`src/rtl/frame_demap_pkg.sv`:
```
// Shared constants for the frame demapper: alignment FSM encoding and the
// row CRC-8 (poly 0x07, MSB-first, no reflection, no final XOR).
package frame_demap_pkg;

  typedef logic [1:0] fsm_state_t;

  localparam fsm_state_t ST_HUNT    = 2'd0;
  localparam fsm_state_t ST_PRESYNC = 2'd1;
  localparam fsm_state_t ST_SYNC    = 2'd2;

  localparam logic [7:0] CRC_POLY = 8'h07;
  localparam logic [7:0] CRC_INIT = 8'h00;

  // One byte of CRC-8 update: fold the byte in, then eight MSB-first shifts.
  function automatic logic [7:0] crc8_next(input logic [7:0] crc, input logic [7:0] data);
    logic [7:0] c;
    c = crc ^ data;
    for (int i = 0; i < 8; i++) begin
      c = c[7] ? ({c[6:0], 1'b0} ^ CRC_POLY) : {c[6:0], 1'b0};
    end
    return c;
  endfunction

endpackage

```
`src/rtl/frame_pos_sync.sv`:
```
// Frame position counter plus the HUNT/PRESYNC/SYNC alignment FSM with
// lock (SYNC_M) and loss (LOSS_N) hysteresis. o_row/o_col address the next byte.
module frame_pos_sync
  import frame_demap_pkg::*;
#(
  parameter int ROWS   = 4,
  parameter int COLS   = 1024,
  parameter int SYNC_M = 2,
  parameter int LOSS_N = 3,
  parameter int ROW_W  = (ROWS > 1) ? $clog2(ROWS) : 1,
  parameter int COL_W  = $clog2(COLS)
)(
  input  logic             i_clk,
  input  logic             i_rst,
  input  logic             i_valid,
  input  logic             i_fas,
  output logic [ROW_W-1:0] o_row,
  output logic [COL_W-1:0] o_col,
  output logic             o_sync
);

  localparam int GOOD_W = (SYNC_M > 1) ? $clog2(SYNC_M + 1) : 1;
  localparam int MISS_W = (LOSS_N > 1) ? $clog2(LOSS_N + 1) : 1;

  localparam logic [ROW_W-1:0]  ROW_LAST = ROW_W'(ROWS - 1);
  localparam logic [COL_W-1:0]  COL_LAST = COL_W'(COLS - 1);
  localparam logic [GOOD_W-1:0] GOOD_LOCK = GOOD_W'(SYNC_M);
  localparam logic [MISS_W-1:0] MISS_LOSS = MISS_W'(LOSS_N);

  fsm_state_t        r_state;
  logic [GOOD_W-1:0] r_good;
  logic [MISS_W-1:0] r_miss;
  logic [ROW_W-1:0]  r_row;
  logic [COL_W-1:0]  r_col;

  fsm_state_t        w_state_nxt;
  logic [GOOD_W-1:0] w_good_nxt;
  logic [MISS_W-1:0] w_miss_nxt;
  logic              w_advance;
  logic              w_at_start;

  assign w_at_start = (r_row == '0) && (r_col == '0);

  // w_advance low on a valid byte means the counter snaps back to (0,0).
  // NOTE: every combinational output gets a default first so no latch is inferred.
  always_comb begin
    w_state_nxt = r_state;
    w_good_nxt  = r_good;
    w_miss_nxt  = r_miss;
    w_advance   = 1'b0;
    if (i_valid) begin
      case (r_state)
        ST_HUNT: begin
          if (i_fas) begin
            w_advance   = 1'b1;
            w_good_nxt  = GOOD_W'(1);
            w_miss_nxt  = '0;
            w_state_nxt = (SYNC_M == 1) ? ST_SYNC : ST_PRESYNC;
          end
        end
        ST_PRESYNC: begin
          if (w_at_start && i_fas) begin
            w_advance  = 1'b1;
            w_good_nxt = r_good + 1'b1;
            if ((r_good + 1'b1) == GOOD_LOCK) begin
              w_state_nxt = ST_SYNC;
              w_miss_nxt  = '0;
            end
          end else if (w_at_start || i_fas) begin
            w_state_nxt = ST_HUNT;
          end else begin
            w_advance = 1'b1;
          end
        end
        ST_SYNC: begin
          if (w_at_start && !i_fas && ((r_miss + 1'b1) == MISS_LOSS)) begin
            w_state_nxt = ST_HUNT;
          end else begin
            w_advance = 1'b1;
            if (w_at_start) w_miss_nxt = i_fas ? '0 : r_miss + 1'b1;
          end
        end
        default: w_state_nxt = ST_HUNT;
      endcase
    end
  end

  // NOTE: sequential state uses non-blocking assignments only.
  always_ff @(posedge i_clk or posedge i_rst) begin
    if (i_rst) begin
      r_state <= ST_HUNT;
      r_good  <= '0;
      r_miss  <= '0;
      r_row   <= '0;
      r_col   <= '0;
    end else begin
      r_state <= w_state_nxt;
      r_good  <= w_good_nxt;
      r_miss  <= w_miss_nxt;
      if (i_valid) begin
        if (!w_advance) begin
          r_row <= '0;
          r_col <= '0;
        end else if (r_col == COL_LAST) begin
          r_col <= '0;
          r_row <= (r_row == ROW_LAST) ? '0 : r_row + 1'b1;
        end else begin
          r_col <= r_col + 1'b1;
        end
      end
    end
  end

  assign o_row  = r_row;
  assign o_col  = r_col;
  assign o_sync = (r_state == ST_SYNC);

endmodule

```
`src/rtl/frame_demapper.sv`:
```
// Frame demapper top: CRC-8 row check, payload gating while aligned, and a
// saturating CRC error counter around the position/alignment tracker.
module frame_demapper
  import frame_demap_pkg::*;
#(
  parameter  int ROWS    = 4,
  parameter  int COLS    = 1024,
  parameter  int OH_COLS = 2,
  parameter  int SYNC_M  = 2,
  parameter  int LOSS_N  = 3,
  parameter  int CNT_W   = 16,
  localparam int ROW_W   = (ROWS > 1) ? $clog2(ROWS) : 1,
  localparam int COL_W   = $clog2(COLS)
)(
  input  logic             i_clk,
  input  logic             i_rst,
  input  logic [7:0]       i_frame_data,
  input  logic             i_frame_data_valid,
  input  logic             i_frame_data_fas,
  input  logic             i_err_cnt_clr,
  output logic [7:0]       o_pyld_data,
  output logic             o_pyld_data_valid,
  output logic             o_crc_err,
  output logic [7:0]       o_crc_val,
  output logic [CNT_W-1:0] o_crc_err_cnt,
  output logic             o_sync,
  output logic [ROW_W-1:0] o_row_cnt,
  output logic [COL_W-1:0] o_col_cnt
);

  localparam logic [COL_W-1:0] PYLD_FIRST = COL_W'(OH_COLS);
  localparam logic [COL_W-1:0] PYLD_LAST  = COL_W'(COLS - 2);
  localparam logic [COL_W-1:0] CRC_COL    = COL_W'(COLS - 1);

  logic [ROW_W-1:0] w_row;
  logic [COL_W-1:0] w_col;
  logic             w_sync;
  logic             w_pyld_col;
  logic             w_crc_col;
  logic             w_crc_mis;

  logic [7:0]       r_crc;
  logic [7:0]       r_pyld_data;
  logic             r_pyld_valid;
  logic             r_crc_err;
  logic [7:0]       r_crc_val;
  logic [CNT_W-1:0] r_err_cnt;
  logic [ROW_W-1:0] r_row_cnt;
  logic [COL_W-1:0] r_col_cnt;

  frame_pos_sync #(
    .ROWS   (ROWS),
    .COLS   (COLS),
    .SYNC_M (SYNC_M),
    .LOSS_N (LOSS_N),
    .ROW_W  (ROW_W),
    .COL_W  (COL_W)
  ) u_pos_sync (
    .i_clk   (i_clk),
    .i_rst   (i_rst),
    .i_valid (i_frame_data_valid),
    .i_fas   (i_frame_data_fas),
    .o_row   (w_row),
    .o_col   (w_col),
    .o_sync  (w_sync)
  );

  assign w_pyld_col = (w_col >= PYLD_FIRST) && (w_col <= PYLD_LAST);
  assign w_crc_col  = (w_col == CRC_COL);
  // The byte that drops lock sits at col 0 (overhead), so SYNC gating alone stops output.
  assign w_crc_mis  = i_frame_data_valid && w_sync && w_crc_col && (i_frame_data != r_crc);

  always_ff @(posedge i_clk or posedge i_rst) begin
    if (i_rst) begin
      r_crc        <= CRC_INIT;
      r_pyld_data  <= '0;
      r_pyld_valid <= 1'b0;
      r_crc_err    <= 1'b0;
      r_crc_val    <= '0;
      r_row_cnt    <= '0;
      r_col_cnt    <= '0;
    end else begin
      r_pyld_valid <= 1'b0;
      r_crc_err    <= 1'b0;
      if (i_frame_data_valid) begin
        r_row_cnt <= w_row;
        r_col_cnt <= w_col;
        if (w_col == '0) begin
          r_crc <= CRC_INIT;
        end else if (w_pyld_col) begin
          r_crc <= crc8_next(r_crc, i_frame_data);
        end
        if (w_sync && w_pyld_col) begin
          r_pyld_valid <= 1'b1;
          r_pyld_data  <= i_frame_data;
        end
        if (w_sync && w_crc_col) begin
          r_crc_val <= r_crc;
          r_crc_err <= w_crc_mis;
        end
      end
    end
  end

  // Clear has priority over a coincident increment.
  always_ff @(posedge i_clk or posedge i_rst) begin
    if (i_rst) begin
      r_err_cnt <= '0;
    end else if (i_err_cnt_clr) begin
      r_err_cnt <= '0;
    end else if (w_crc_mis && (r_err_cnt != '1)) begin
      r_err_cnt <= r_err_cnt + 1'b1;
    end
  end

  assign o_pyld_data       = r_pyld_data;
  assign o_pyld_data_valid = r_pyld_valid;
  assign o_crc_err         = r_crc_err;
  assign o_crc_val         = r_crc_val;
  assign o_crc_err_cnt     = r_err_cnt;
  assign o_sync            = w_sync;
  assign o_row_cnt         = r_row_cnt;
  assign o_col_cnt         = r_col_cnt;

endmodule

```
`config.mk`:
```
export PLATFORM = sky130hd
export DESIGN_NAME = frame_demapper
export DESIGN_NICKNAME = d
export VERILOG_FILES = /design/src/rtl/frame_demap_pkg.sv /design/src/rtl/frame_pos_sync.sv /design/src/rtl/frame_demapper.sv
export SDC_FILE = /design/constraint.sdc
export NUM_CORES = 1
export LEC_CHECK = 0
export CAP_MARGIN = 20
export CORE_ASPECT_RATIO = 0.6
export CORE_MARGIN = 2
export CORE_UTILIZATION = 35
export DETAILED_ROUTE_END_ITERATION = 10
export SYNTH_ARGS = -nofsm -noshare
export SYNTH_HDL_FRONTEND = slang
export SYNTH_SLANG_ARGS = --single-unit
```
`constraint.sdc`:
```
create_clock -name i_clk -period 3.5 [get_ports i_clk]
set_clock_uncertainty 0.2 [all_clocks]
set_input_delay 0.7 -clock i_clk [delete_from_list [all_inputs] [get_ports i_clk]]
set_output_delay 0.7 -clock i_clk [all_outputs]
set_load 0.02 [all_outputs]
```
==> results.md <==
CTS:
- The H-tree was split into 3 levels.
- Post-CTS repair changed the size of 0 cells.
- The number of buffers inserted to repair setup after CTS is 0.
- The tree built by TritonCTS fans out to 72 sinks.
- The later-pin clock latency in the skew report is 0.33 ns.
- The clock input transition at the sequential cells of the worst setup and hold paths is 0.06 ns.
- The number of buffers inserted for hold repair after clock tree synthesis is 0.
- The maximum root-to-sink buffer count is 2.
- The clock root buffer is sky130_fd_sc_hd__clkbuf_16.
- TritonCTS built the clock tree.
- The total CTS buffers is 9.

Synthesis:
- For this run, asynchronously set or reset flops after synthesis account for 1.00.
- The count of synthesis-stage warnings from yosys is 0.
- In the synthesized netlist the dominant register cell turns out to be sky130_fd_sc_hd__dfrtp_1.
- The count of flip-flops with a built-in enable after synthesis is 0.
- The flip-flop and latch count after synthesis is 72.
- Dividing the synthesized area by the synthesized cell count gives 10.8 sq um.
- The synthesized cell area is 3900 sq um.
- After synthesis, the cell types taking the most area are sky130_fd_sc_hd__dfrtp_1, sky130_fd_sc_hd__mux2_2, sky130_fd_sc_hd__xnor2_1.
- The number of library cell types mapped by synthesis is 60.
- The number of instances in the synthesized netlist is 363.
- The portion of the post-synthesis area used by sequential elements is 0.462.
- The area share of the largest cell type after synthesis is 0.462.
- The most area-hungry cell type in the Yosys netlist is sky130_fd_sc_hd__dfrtp_1.
- The number of nets in the synthesized netlist is 387.

Die:
- The total area inside the core boundary comes to 10,700 sq um.
- The floorplan die area is 12,000 sq um.
- The die is 85.8 microns tall.
- The row count is 29.
- The initial core utilization is 0.365.
- Measured along the x axis, the die boundary spans 140 microns.
- The number of top-level pins is 60.

Critical path:
- The signal on the critical path passes through clkdlybuf4s50_1 -> xnor2_1 -> ha_1 -> nand3_1 -> nor3_2 -> a211o_1 -> buf_4 -> mux2i_1 -> nor2_1.
- The sort of element at the end of the critical path is a flop.
- The required time of the worst setup path is 3.50 ns.
- The startpoint of the lowest-slack register-to-register path is u_pos_sync.o_col[1]$_DFFE_PP0P_.
- The slack of the worst reg-to-reg path is 0.93 ns.
- The worst setup path is of the in2reg kind.
- The kind of start point of the critical path is an input port.
- The worst register-to-register path has a depth of 6.
- The endpoint of the most critical register-to-register path is o_crc_err_cnt[10]$_DFFE_PP0P_.
- In this design, the stage delay of the slowest critical-path cell is 0.45 ns.
- In this run the worst path has a maximum fanout of 11.
- At the worst endpoint, the arrival time is 2.87 ns.
- The cell with the biggest individual delay on the critical path is sky130_fd_sc_hd__clkdlybuf4s50_1.

Detailed routing:
- The routed layout has 2,994 vias.
- The detailed router finished its first iteration with 181 violations.
- Once detail routing completed, the nets flagged for antenna violations numbered 0.
- The number of vias per cell is 5.26.
- Dividing the detail-routed wire length by the instance count gives 15.2 microns.
- After detailed routing, the number of remaining DRC violations is 0.
- The number of iterations in the first detailed-routing pass is 4.
- After detailed routing, the total wire length is 8660 microns.

Power and ir drop:
- IR analysis of the VDD net gives a maximum drop of 0.000413 V.
- Power comes to 3.66 mW.
- Of the total power, the clock network draws 0.285.
- The internal power of the cells is 2.41 mW.
- The logic gate share of total power is 0.382.
- The power density over the cells is 735 nW/um^2.
- The leakage power figure is 2.06 nW.
- The sequential power share is 0.333.
- The net load switching power is 1.25 mW.
- The switching portion of total power is 0.342.

Final layout:
- The antenna diode count is 0.
- Compared with the post-synthesis result, the final layout area differs by 27.7%.
- At the end of the flow the core is filled with cells to 0.465.
- The number of nets in the layout is 449.
- The final cell area excluding filler cells is 4980 sq um.
- After the flow finishes, the layout carries non-filler instances totaling 569.
- The share of layout cells above drive strength 1 is 0.151.

Global routing:
- The first global-routing pass estimated 14,500 microns of wire.
- Entering global routing, the biggest net connects 44 pins.
- After global routing the overflow that remains totals 0.
- The via count of the first global-routing pass came to 2,864.
- Across every metal layer, demand over resource in global routing totals 0.154.
- The number of antenna violations at the first check in global routing is 0.

Timing:
- For the pin with the worst max-slew slack, the measured transition is 0.634 ns.
- The final hold violation count is 0.
- Hold is met by 0.302 ns.
- Based on the critical path, the design can be clocked at up to 348 MHz.
- The final clock period utilization by the worst path is 0.822.
- The final-layout setup total negative slack is 0 ns.
- The minimum period implied by the final worst setup slack is 2.88 ns.
- The final number of max-transition violations was 0.
- The worst path meets setup with 0.625 ns of slack.
- Setup repair after global routing left no endpoint under its margin.
- The final-report setup violation count is 0.
- The worst slew slack as a fraction of its limit is 0.576.

Placed design:
- Summing all placed instances gives a cell area of 4650 sq um.
- At the placement stage, the worst setup path has a slack of 0.309 ns.
- Input and output buffers added on the ports amount to 59.
- The weighted congestion reported at the end of routability-driven placement is 0.816.
- The wire-length estimate of the detail-placed layout is 6200 microns.
- The cell count after placement is 553.

Min path:
- The worst hold path depth is 1.
- The destination of the worst hold path is u_pos_sync.r_miss[0]$_DFFE_PP0P_.
- The origin of the worst min-delay path is u_pos_sync.r_miss[0]$_DFFE_PP0P_.
- The type of the worst min-delay path is reg2reg.

Outcome:
- The flow ran to the end, and the final reports show no timing, DRC or antenna violations.

Run:
- The reported max-cap violation count is 0.
synth_stat cells (2+ instances only):
cell type and number:
sky130_fd_sc_hd__dfrtp_1 72, sky130_fd_sc_hd__mux2_2 29, sky130_fd_sc_hd__nand2_1 22, sky130_fd_sc_hd__nor2_1 22, sky130_fd_sc_hd__inv_1 19, sky130_fd_sc_hd__xnor2_1 19, sky130_fd_sc_hd__nand3_1 18, sky130_fd_sc_hd__a21oi_1 13
sky130_fd_sc_hd__ha_1 11, sky130_fd_sc_hd__or4_1 10, sky130_fd_sc_hd__nand4_1 8, sky130_fd_sc_hd__a22o_1 7, sky130_fd_sc_hd__o21ai_0 7, sky130_fd_sc_hd__clkbuf_1 6, sky130_fd_sc_hd__o31ai_1 6, sky130_fd_sc_hd__xor2_1 6
sky130_fd_sc_hd__nand2b_1 5, sky130_fd_sc_hd__o22ai_1 5, sky130_fd_sc_hd__a31oi_1 4, sky130_fd_sc_hd__buf_2 4, sky130_fd_sc_hd__nor2b_1 4, sky130_fd_sc_hd__nor3_1 4, sky130_fd_sc_hd__nor4_1 4, sky130_fd_sc_hd__o2bb2ai_1 4
sky130_fd_sc_hd__and2_1 3, sky130_fd_sc_hd__and3_1 3, sky130_fd_sc_hd__mux2i_1 3, sky130_fd_sc_hd__nor4_2 3, sky130_fd_sc_hd__o211ai_1 3, sky130_fd_sc_hd__o221ai_1 3, sky130_fd_sc_hd__a21o_1 2, sky130_fd_sc_hd__buf_1 2
sky130_fd_sc_hd__nand3b_1 2, sky130_fd_sc_hd__nor3b_1 2, sky130_fd_sc_hd__o41ai_1 2, sky130_fd_sc_hd__or3_1 2
cell type report:
| class | count | area (sq um) |
|---|---|---|
| Clock inverter | 6 | 108 |
| Timing Repair Buffer | 66 | 643 |
| Sequential cell | 72 | 1800 |
| Tap cell | 139 | 174 |
| Fill cell | 967 | 5720 |
| Clock buffer | 10 | 229 |
| Inverter | 19 | 71.3 |
| Multi-Input combinational cell | 257 | 1960 |
how the worst max path moves through the flow:
stage               slack [ns]                           end       startpoint  depth (start not counted)
finish                    0.62  o_crc_err_cnt[1]$_DFFE_PP0P_  i_frame_data[7]                          9
global route              0.47  o_crc_err_cnt[1]$_DFFE_PP0P_  i_frame_data[7]                          9
CTS                       0.65  o_crc_err_cnt[1]$_DFFE_PP0P_  i_frame_data[7]                          9
detailed placement        0.31  o_crc_err_cnt[1]$_DFFE_PP0P_  i_frame_data[7]                          9
global placement          0.40  o_crc_err_cnt[1]$_DFFE_PP0P_  i_frame_data[7]                          9
floorplan                 0.78      o_col_cnt[0]$_DFFE_PP0P_            i_rst                          1
routing by layer:
| metal | share of wire | global-route usage | up-vias |
|---|---|---|---|
| li1 | - | - | 1455 |
| met1 | 0.51 | 0.217 | 1459 |
| met2 | 0.43 | 0.225 | 73 |
| met3 | 0.049 | 0.0547 | 7 |
| met4 | 0.011 | 0.0395 | 0 |
| met5 | 0 | 0 | - |
registers in the layout, summed over array words and instances, names as in the netlist:
register and cells:
o_crc_err_cnt 16, o_col_cnt 10, u_pos_sync.o_col 10, o_crc_val 8, o_pyld_data 8, r_crc 8
o_row_cnt 2, u_pos_sync.o_row 2, u_pos_sync.r_good 2, u_pos_sync.r_miss 2, u_pos_sync.r_state 2, o_crc_err 1
o_pyld_data_valid 1
kinds of logic (layout without fill, tap and decap cells):
logic type / count (synthesis) / in the layout / share of synthesized area
XOR/XNOR: 26 / 26 / 0.0603
buffers and inverters: 34 / 101 / 0.0372
adder cells (fa/ha/maj): 11 / 11 / 0.0353
flip-flops: 72 / 72 / 0.462
multiplexers: 34 / 34 / 0.101
AND/OR/NAND/NOR: 123 / 123 / 0.183
AO/OA/AOI/OAI: 63 / 63 / 0.122
power groups by stage:
stage | logic [mW] | clock network, mW | registers [mW]
2_1_floorplan | 0.938 | 0 | 1.28
3_3_place_gp | 1.39 | 0 | 1.23
3_5_place_dp | 1.41 | 0 | 1.24
4_1_cts | 1.42 | 1.07 | 1.22
5_1_grt | 1.54 | 1.12 | 1.25
6_report | 1.40 | 1.04 | 1.22
worst max-delay path, delay by kind of cell:
family	cells	cell delay [ns]
xor gates and xnor gates	1	0.36
buffers and inverters	2	0.67
AOI/OAI and AO/OA	1	0.36
adders and majority gates	1	0.22
and+or+nand+nor	3	0.36
muxes	1	0.18
cells in the final DEF, fill, tap and decap left out, drive strengths merged, types with 3 or more instances in the layout:
master / n
a21oi: 13
a22o: 7
a31oi: 4
and2: 3
and3: 3
buf: 7
bufinv: 3
clkbuf: 10
clkdlybuf4s50: 59
dfrtp: 72
ha: 11
inv: 19
mux2: 30
mux2i: 4
nand2: 22
nand2b: 5
nand3: 18
nand4: 9
nor2: 22
nor2b: 4
nor3: 5
nor4: 7
o211ai: 3
o21ai: 8
o221ai: 3
o22ai: 5
o2bb2ai: 4
o31ai: 6
or4: 10
xnor2: 19
xor2: 7
Note: power is estimated with default switching activity, not from simulation.
